==> config.mk <==
export PLATFORM = sky130hd
export DESIGN_NAME = packet_gen_param
export DESIGN_NICKNAME = d
export VERILOG_FILES = /design/src/rtl/packet_gen_param.sv
export SDC_FILE = /design/constraint.sdc
export NUM_CORES = 1
export LEC_CHECK = 0
export BUFFER_PORTS_ARGS = -buffer_cell sky130_fd_sc_hd__buf_2
export CELL_PAD_IN_SITES_DETAIL_PLACEMENT = 1
export CELL_PAD_IN_SITES_GLOBAL_PLACEMENT = 1
export CORE_UTILIZATION = 40
export CTS_CLUSTER_SIZE = 20
export DETAILED_ROUTE_END_ITERATION = 10
export GPL_TIMING_DRIVEN = 0
export PLACE_DENSITY_LB_ADDON = 0.1
export SKIP_CTS_REPAIR_TIMING = 1
export SYNTH_ARGS = -nofsm -noshare
export SYNTH_HDL_FRONTEND = slang
export SYNTH_SLANG_ARGS = --single-unit
==> constraint.sdc <==
create_clock -name clk -period 4.1 [get_ports clk]
set_input_delay 0.41 -clock clk [delete_from_list [all_inputs] [get_ports clk]]
set_output_delay 0.41 -clock clk [all_outputs]
set_load 0.03 [all_outputs]
==> src/rtl/packet_gen_param.sv <==
// packet_gen_param -- parameterised packet generator feeding a router.
//
// Purpose:
//   While start_packet_gen is high and stop_packet is low, emits packets made of
//   dstid, srcid, actual_size (zero-extended) and actual_size payload words
//   (srcid + i). The router channel is dstid[1:0]. A packet whose channel is
//   not below NUM_DEST is dropped with a one-cycle err_dest pulse. Per-channel
//   backpressure (dest_busy) freezes a packet in progress. Every packet is
//   followed by a one-cycle GAP state.
//
// Optional feature:
//   Define PKT_PARITY_EN to append a parity word (the XOR of all earlier words
//   of the packet). packet_ending then falls on that word.
//
// Ports:
//   clk                input   sole clock, rising edge
//   rst                input   synchronous reset, active low
//   start_packet_gen   input   level, generate packets back-to-back
//   stop_packet        input   level, hold off new packets
//   srcid, dstid       input   [DATA_W-1:0] source ID / destination header
//   actual_size        input   [LEN_W-1:0] payload word count
//   dest_busy          input   [NUM_DEST-1:0] per-channel backpressure
//   packet_gen_output  output  [DATA_W-1:0] registered packet word
//   packet_gen_valid   output  word valid
//   packet_starting    output  high with the header word
//   packet_ending      output  high with the last word
//   err_dest           output  pulse when a packet is dropped (bad channel)
//   pkt_count          output  [15:0] completed packets, wraps

module packet_gen_param #(
    parameter int DATA_W   = 8,
    parameter int LEN_W    = 3,
    parameter int NUM_DEST = 3
) (
    input  logic                clk,
    input  logic                rst,
    input  logic                start_packet_gen,
    input  logic                stop_packet,
    input  logic [DATA_W-1:0]   srcid,
    input  logic [DATA_W-1:0]   dstid,
    input  logic [LEN_W-1:0]    actual_size,
    input  logic [NUM_DEST-1:0] dest_busy,
    output logic [DATA_W-1:0]   packet_gen_output,
    output logic                packet_gen_valid,
    output logic                packet_starting,
    output logic                packet_ending,
    output logic                err_dest,
    output logic [15:0]         pkt_count
);

    // The state names the word currently on the output (HDR..PAR), so the
    // decision made in a state is about the word that follows it.
    typedef enum logic [2:0] {
        IDLE,
        HDR,
        SRC,
        LEN,
        DATA,
`ifdef PKT_PARITY_EN
        PAR,
`endif
        GAP
    } state_t;

    state_t              state_q, state_d;
    logic [DATA_W-1:0]   srcid_q, srcid_d;
    logic [DATA_W-1:0]   dstid_q, dstid_d;
    logic [LEN_W-1:0]    size_q, size_d;
    logic [LEN_W-1:0]    idx_q, idx_d;
    logic [DATA_W-1:0]   out_q, out_d;
    logic                valid_q, valid_d;
    logic                starting_q, starting_d;
    logic                ending_q, ending_d;
    logic                err_q, err_d;
    logic [15:0]         count_q, count_d;
`ifdef PKT_PARITY_EN
    logic [DATA_W-1:0]   parity_q, parity_d;
`endif

    logic [3:0]          busy_ext;
    logic                in_ch_ok;
    logic                emit;
    logic [DATA_W-1:0]   word;
    logic [LEN_W-1:0]    idx_inc;

    // Busy is widened to four channels so an out-of-range channel index never
    // selects outside the vector; unused channels read as not busy.
    always_comb begin
        busy_ext                 = '0;
        busy_ext[NUM_DEST-1:0]   = dest_busy;
    end

    assign in_ch_ok = ({30'b0, dstid[1:0]} < 32'(NUM_DEST));
    assign idx_inc  = idx_q + LEN_W'(1);

    // Next-state and next-output logic. Every output is registered, so the
    // word chosen here appears one cycle later. A stall holds the state and
    // index and produces a bubble; the following word comes out on resume.
    always_comb begin
        state_d    = state_q;
        srcid_d    = srcid_q;
        dstid_d    = dstid_q;
        size_d     = size_q;
        idx_d      = idx_q;
        out_d      = '0;
        valid_d    = 1'b0;
        starting_d = 1'b0;
        ending_d   = 1'b0;
        err_d      = 1'b0;
        count_d    = ending_q ? count_q + 16'd1 : count_q;
        emit       = 1'b0;
        word       = '0;
`ifdef PKT_PARITY_EN
        parity_d   = parity_q;
`endif

        case (state_q)
            IDLE: begin
                if (start_packet_gen && !stop_packet) begin
                    if (!in_ch_ok) begin
                        err_d   = 1'b1;
                        state_d = GAP;
                    end else if (!busy_ext[dstid[1:0]]) begin
                        srcid_d    = srcid;
                        dstid_d    = dstid;
                        size_d     = actual_size;
                        idx_d      = '0;
                        state_d    = HDR;
                        emit       = 1'b1;
                        word       = dstid;
                        starting_d = 1'b1;
`ifdef PKT_PARITY_EN
                        parity_d   = '0;
`endif
                    end
                end
            end
            GAP: begin
                state_d = IDLE;
            end
            default: begin
                if (!busy_ext[dstid_q[1:0]]) begin
                    case (state_q)
                        HDR: begin
                            state_d = SRC;
                            emit    = 1'b1;
                            word    = srcid_q;
                        end
                        SRC: begin
                            state_d  = LEN;
                            emit     = 1'b1;
                            word     = DATA_W'(size_q);
`ifndef PKT_PARITY_EN
                            ending_d = (size_q == '0);
`endif
                        end
                        LEN, DATA: begin
                            if (idx_q < size_q) begin
                                state_d  = DATA;
                                emit     = 1'b1;
                                word     = srcid_q + DATA_W'(idx_q);
                                idx_d    = idx_inc;
`ifndef PKT_PARITY_EN
                                ending_d = (idx_inc == size_q);
`endif
                            end else begin
`ifdef PKT_PARITY_EN
                                state_d  = PAR;
                                emit     = 1'b1;
                                word     = parity_q;
                                ending_d = 1'b1;
`else
                                state_d  = GAP;
`endif
                            end
                        end
`ifdef PKT_PARITY_EN
                        PAR: begin
                            state_d = GAP;
                        end
`endif
                        default: begin
                            state_d = IDLE;
                        end
                    endcase
                end
            end
        endcase

        if (emit) begin
            out_d    = word;
            valid_d  = 1'b1;
`ifdef PKT_PARITY_EN
            parity_d = parity_d ^ word;
`endif
        end
    end

    // State and output registers with synchronous active-low reset; reset
    // drops any packet in flight, including a pending count increment.
    always_ff @(posedge clk) begin
        if (!rst) begin
            state_q    <= IDLE;
            srcid_q    <= '0;
            dstid_q    <= '0;
            size_q     <= '0;
            idx_q      <= '0;
            out_q      <= '0;
            valid_q    <= 1'b0;
            starting_q <= 1'b0;
            ending_q   <= 1'b0;
            err_q      <= 1'b0;
            count_q    <= '0;
`ifdef PKT_PARITY_EN
            parity_q   <= '0;
`endif
        end else begin
            state_q    <= state_d;
            srcid_q    <= srcid_d;
            dstid_q    <= dstid_d;
            size_q     <= size_d;
            idx_q      <= idx_d;
            out_q      <= out_d;
            valid_q    <= valid_d;
            starting_q <= starting_d;
            ending_q   <= ending_d;
            err_q      <= err_d;
            count_q    <= count_d;
`ifdef PKT_PARITY_EN
            parity_q   <= parity_d;
`endif
        end
    end

    assign packet_gen_output = out_q;
    assign packet_gen_valid  = valid_q;
    assign packet_starting   = starting_q;
    assign packet_ending     = ending_q;
    assign err_dest          = err_q;
    assign pkt_count         = count_q;

endmodule

==> results.rst <==
.. list-table::
   :header-rows: 1

   * - Metric
     - Value
   * - Status
     - finished, final reports clean
   * - Sequential-to-total area share from yosys stat
     - roughly 38%
   * - Port Buf Inserts
     - 53
   * - Final-layout setup total negative slack
     - 0 ns
   * - Crit start category
     - flip-flop
   * - Cell-by-cell trace of the critical path
     - inv_1, ha_1, nand2_1, o21ai_0, a31oi_1, a22oi_1, a31oi_1
   * - Number of antenna violations at the first check in global routing
     - 0
   * - Most used cells in the layout excluding fill and tap cells
     - sky130_fd_sc_hd__buf_2, sky130_fd_sc_hd__dfxtp_1, sky130_fd_sc_hd__nand2_1
   * - Vias in the first global route
     - 2,280
   * - Fraction of layout instances using a drive strength above 1
     - roughly 22%
   * - CP max-delay cell
     - sky130_fd_sc_hd__a22oi_1
   * - Synth Flop Type
     - sky130_fd_sc_hd__dfxtp_1
   * - Critical R2R Capture
     - packet_gen_output[3]
   * - Filler Cell Count
     - 776
   * - Maximum number of pins on one net before global-route repair
     - 17
   * - Final-stage net count
     - 385
   * - Iteration-0 DRC count of the detailed router
     - 63
   * - WHS Path Cells
     - 3
   * - Antenna cell count
     - 0
   * - Row cnt
     - 28
   * - Slew at the pin closest to its max-slew limit
     - 0.704 ns
   * - Cell family with most CP delay
     - compound AO/OA/AOI/OAI gates
   * - Last weighted congestion value of the routability-driven placer
     - about 0.83
   * - Dpl cell area
     - approximately 0.0028 mm²
   * - Launching point of the worst reg2reg path
     - size_q[2]
   * - Area used by sequential logic in the layout
     - 941 µm²
   * - Mean instance size in the synthesized netlist
     - 8.55 µm²
   * - Pwr Density
     - 326 mW/mm²
   * - Register-to-register setup slack
     - 1.61 ns
   * - Highest Clock Rate
     - 401 MHz
   * - Number of register bits inferred by synthesis
     - 47
   * - Placed wire-length estimate
     - 5.08 mm
   * - Kind of capture point of the worst setup path
     - flip-flop
   * - P&R area growth vs syn
     - 19.1%
   * - Initial core utilization
     - 41.6%
   * - Sinks on the clock net
     - 47
   * - Path depth of the worst reg2reg path
     - 7
   * - Routed wirelength normalized by instance count
     - 15.9 µm
   * - Yosys warning count
     - 0
   * - Most used cell along the critical path
     - sky130_fd_sc_hd__a31oi_1
   * - Antenna Violating Nets Remaining
     - 0
   * - Count of TritonRoute iterations in the first routing pass
     - 4
   * - I/O Pins
     - 54
   * - Number of buffers and inverters on the critical path
     - 1
   * - Hold Path End
     - srcid_q[1]
   * - Clk buf depth
     - 2
   * - Final cell utilization of the core
     - 49.6%
   * - Endpoints failing hold
     - 0
   * - Critical-path maximum fanout
     - 6
   * - Most frequent standard cell in the layout excluding fill and tap cells
     - sky130_fd_sc_hd__buf_2
   * - Routed vias/inst
     - 5.49
   * - Critical path class
     - reg2reg
   * - Finished layout cell area
     - ~0.003 mm²
   * - Power, Total
     - 0.964 mW
   * - Cell at the root of the clock tree
     - sky130_fd_sc_hd__clkbuf_8
   * - GRT Resource Usage Total
     - 22.3%
   * - Wire length of the first global-routing pass
     - 11.0 mm
   * - Synthesized cell area
     - 0.00248 mm²
   * - Final Critical Period
     - 2.49 ns
   * - Total count of max-transition violations in the final report
     - 0
   * - Total number of vias
     - 2,337
   * - Gate count after technology mapping
     - 290
   * - Die W
     - 80.7 µm
   * - Final setup violation count
     - 0
   * - Reported leakage power
     - around 1.2 nW
   * - Clock-pin slew reported for the worst setup and hold paths after clock tree synthesis
     - 0.10 ns
   * - WHS
     - 0.341 ns
   * - Clock tree from TritonCTS
     - yes
   * - Multi-input gate area
     - 0.00143 mm²
   * - Max Clock Skew
     - 0.00760 ns
   * - Slew Limit Headroom
     - 53.1%
   * - Nets in the synthesized netlist
     - 325
   * - Share of the cycle needed by the critical path after routing
     - 60.8%
   * - Sum of routed wire length over all layers
     - between 6 and 7 mm
   * - Number of flops mapped to enable cells by yosys
     - 0
   * - Vert. Die Dim
     - 80.7 µm
   * - Number of DRC violations after detailed routing
     - 0
   * - Maximum ir drop on the vdd rail
     - 0.000155 V
   * - Beginning of the worst hold path
     - srcid[1]
   * - Longest individual stage delay on the worst path
     - 0.61 ns
   * - Async set-or-reset flop fraction in the synthesized netlist
     - 0%
   * - Worst endpoint required time
     - 4.27 ns
   * - Source-to-sink clock delay at the later pin of the worst-skew pair
     - 0.31 ns
   * - RSZ-0062 raised after global routing
     - false
   * - Number of buffers added by the clock tree synthesis step
     - 5
   * - Max-capacitance violation count
     - 0
   * - Total core area
     - 0.00596 mm²
   * - Deepest level of the CTS H-tree
     - 2
   * - Data arrival time of the critical path
     - roughly 2.7 ns
   * - Worst min-delay path category
     - in2reg
   * - Synth unique cells
     - 51
   * - Total overflow reported by the global router
     - 0
   * - Total die area
     - 0.00652 mm²
==> per-stage QoR <==
step | cells | worst slack, ns
2_1_floorplan | 290 | 2.30
3_3_place_gp | 418 | 1.81
3_5_place_dp | 418 | 1.73
4_1_cts | 426 | 1.63
5_1_grt | 426 | 1.42
6_report | 426 | 1.61
==> layer usage <==
metal / global-route usage (%) / up-vias / wire [µm] / part of all wire [%]
met5: 0 / - / 0 / 0
met4: 6.96 / 0 / 102 / 1.5
met3: 2.81 / 8 / 231 / 3.4
met2: 40.3 / 45 / 3320 / 49
met1: 27.3 / 1122 / 3100 / 46
li1: - / 1162 / - / -
==> cell families after synthesis <==
family	Yosys count	synth area share, %
and+or+nand+nor	105	23.3
AOI/OAI and AO/OA	87	23.1
buffers and inverters	24	4.24
adders and majority gates	9	4.84
xor gates and xnor gates	13	4.59
muxes	5	2.02
DFF	47	37.9
==> registers in the layout, summed over array words and instances, names as in the netlist <==
name	cells
packet_gen_output	8
idx_q	3
dstid_q	2
packet_ending	1
size_q	3
srcid_q	8
packet_gen_valid	1
pkt_count	16
state_q	3
err_dest	1
packet_starting	1
==> synthesized netlist by cell type (2+ instances only) <==
cell / count / area share (%)
sky130_fd_sc_hd__nor2b_1: 7 / 1.8
sky130_fd_sc_hd__nor2_1: 7 / 1.1
sky130_fd_sc_hd__clkbuf_1: 11 / 1.7
sky130_fd_sc_hd__o22ai_1: 5 / 1.3
sky130_fd_sc_hd__a22oi_1: 5 / 1.5
sky130_fd_sc_hd__o211a_1: 2 / 0.81
sky130_fd_sc_hd__ha_1: 8 / 4.0
sky130_fd_sc_hd__nand4_1: 4 / 1.0
sky130_fd_sc_hd__nor3_1: 4 / 0.81
sky130_fd_sc_hd__o21ai_0: 26 / 5.2
sky130_fd_sc_hd__a31oi_1: 8 / 2.0
sky130_fd_sc_hd__a21boi_0: 21 / 6.4
sky130_fd_sc_hd__nor4_1: 3 / 0.76
sky130_fd_sc_hd__xnor2_1: 9 / 3.2
sky130_fd_sc_hd__buf_2: 3 / 0.61
sky130_fd_sc_hd__nand2_1: 34 / 5.1
sky130_fd_sc_hd__xor2_1: 4 / 1.4
sky130_fd_sc_hd__mux2i_1: 5 / 2.0
sky130_fd_sc_hd__and2_1: 11 / 2.8
sky130_fd_sc_hd__or3_1: 8 / 2.0
sky130_fd_sc_hd__o221ai_1: 2 / 0.71
sky130_fd_sc_hd__a21o_1: 2 / 0.61
sky130_fd_sc_hd__o21a_1: 2 / 0.61
sky130_fd_sc_hd__nand3b_1: 5 / 1.5
sky130_fd_sc_hd__a31o_2: 2 / 0.71
sky130_fd_sc_hd__o211ai_1: 3 / 0.91
sky130_fd_sc_hd__dfxtp_1: 47 / 38
sky130_fd_sc_hd__nand3_1: 9 / 1.8
sky130_fd_sc_hd__a21oi_1: 4 / 0.81
sky130_fd_sc_hd__inv_1: 8 / 1.2
==> area by class of cell <==
class | instances | share of cell area, %
Multi-Input combinational cell | 219 | 48.5
Sequential cell | 47 | 31.9
Timing Repair Buffer | 53 | 8.98
Tap cell | 75 | 3.18
Buffer | 16 | 2.54
Clock buffer | 5 | 2.33
Clock inverter | 3 | 1.57
Inverter | 8 | 1.02
==> worst max-delay path by stage <==
| stage | from | slack (ns) | endpoint | depth (start not counted) |
|---|---|---|---|---|
| 2_1_floorplan | size_q[2] | 2.30 | packet_gen_output[6] | 7 |
| 3_3_place_gp | size_q[2] | 1.81 | packet_gen_output[3] | 7 |
| 3_5_place_dp | size_q[2] | 1.73 | packet_gen_output[3] | 7 |
| 4_1_cts | size_q[2] | 1.63 | packet_gen_output[3] | 7 |
| 5_1_grt | size_q[2] | 1.42 | packet_gen_output[3] | 7 |
| 6_report | size_q[2] | 1.61 | packet_gen_output[3] | 7 |
==> tightest hold or removal path, cell delays in order <==
cell and delay (ns):
sky130_fd_sc_hd__buf_2 0.09, sky130_fd_sc_hd__nand2_1 0.04, sky130_fd_sc_hd__a21boi_0 0.06
==> report_power, final <==
part	switching, mW	total (mW)	internal, mW	leakage [nW]
Clock	0.177	0.361	0.184	0.0548
Sequential	0.0103	0.477	0.467	0.380
Combinational	0.0808	0.127	0.0459	0.783
Note: power is estimated with default switching activity, not from simulation.
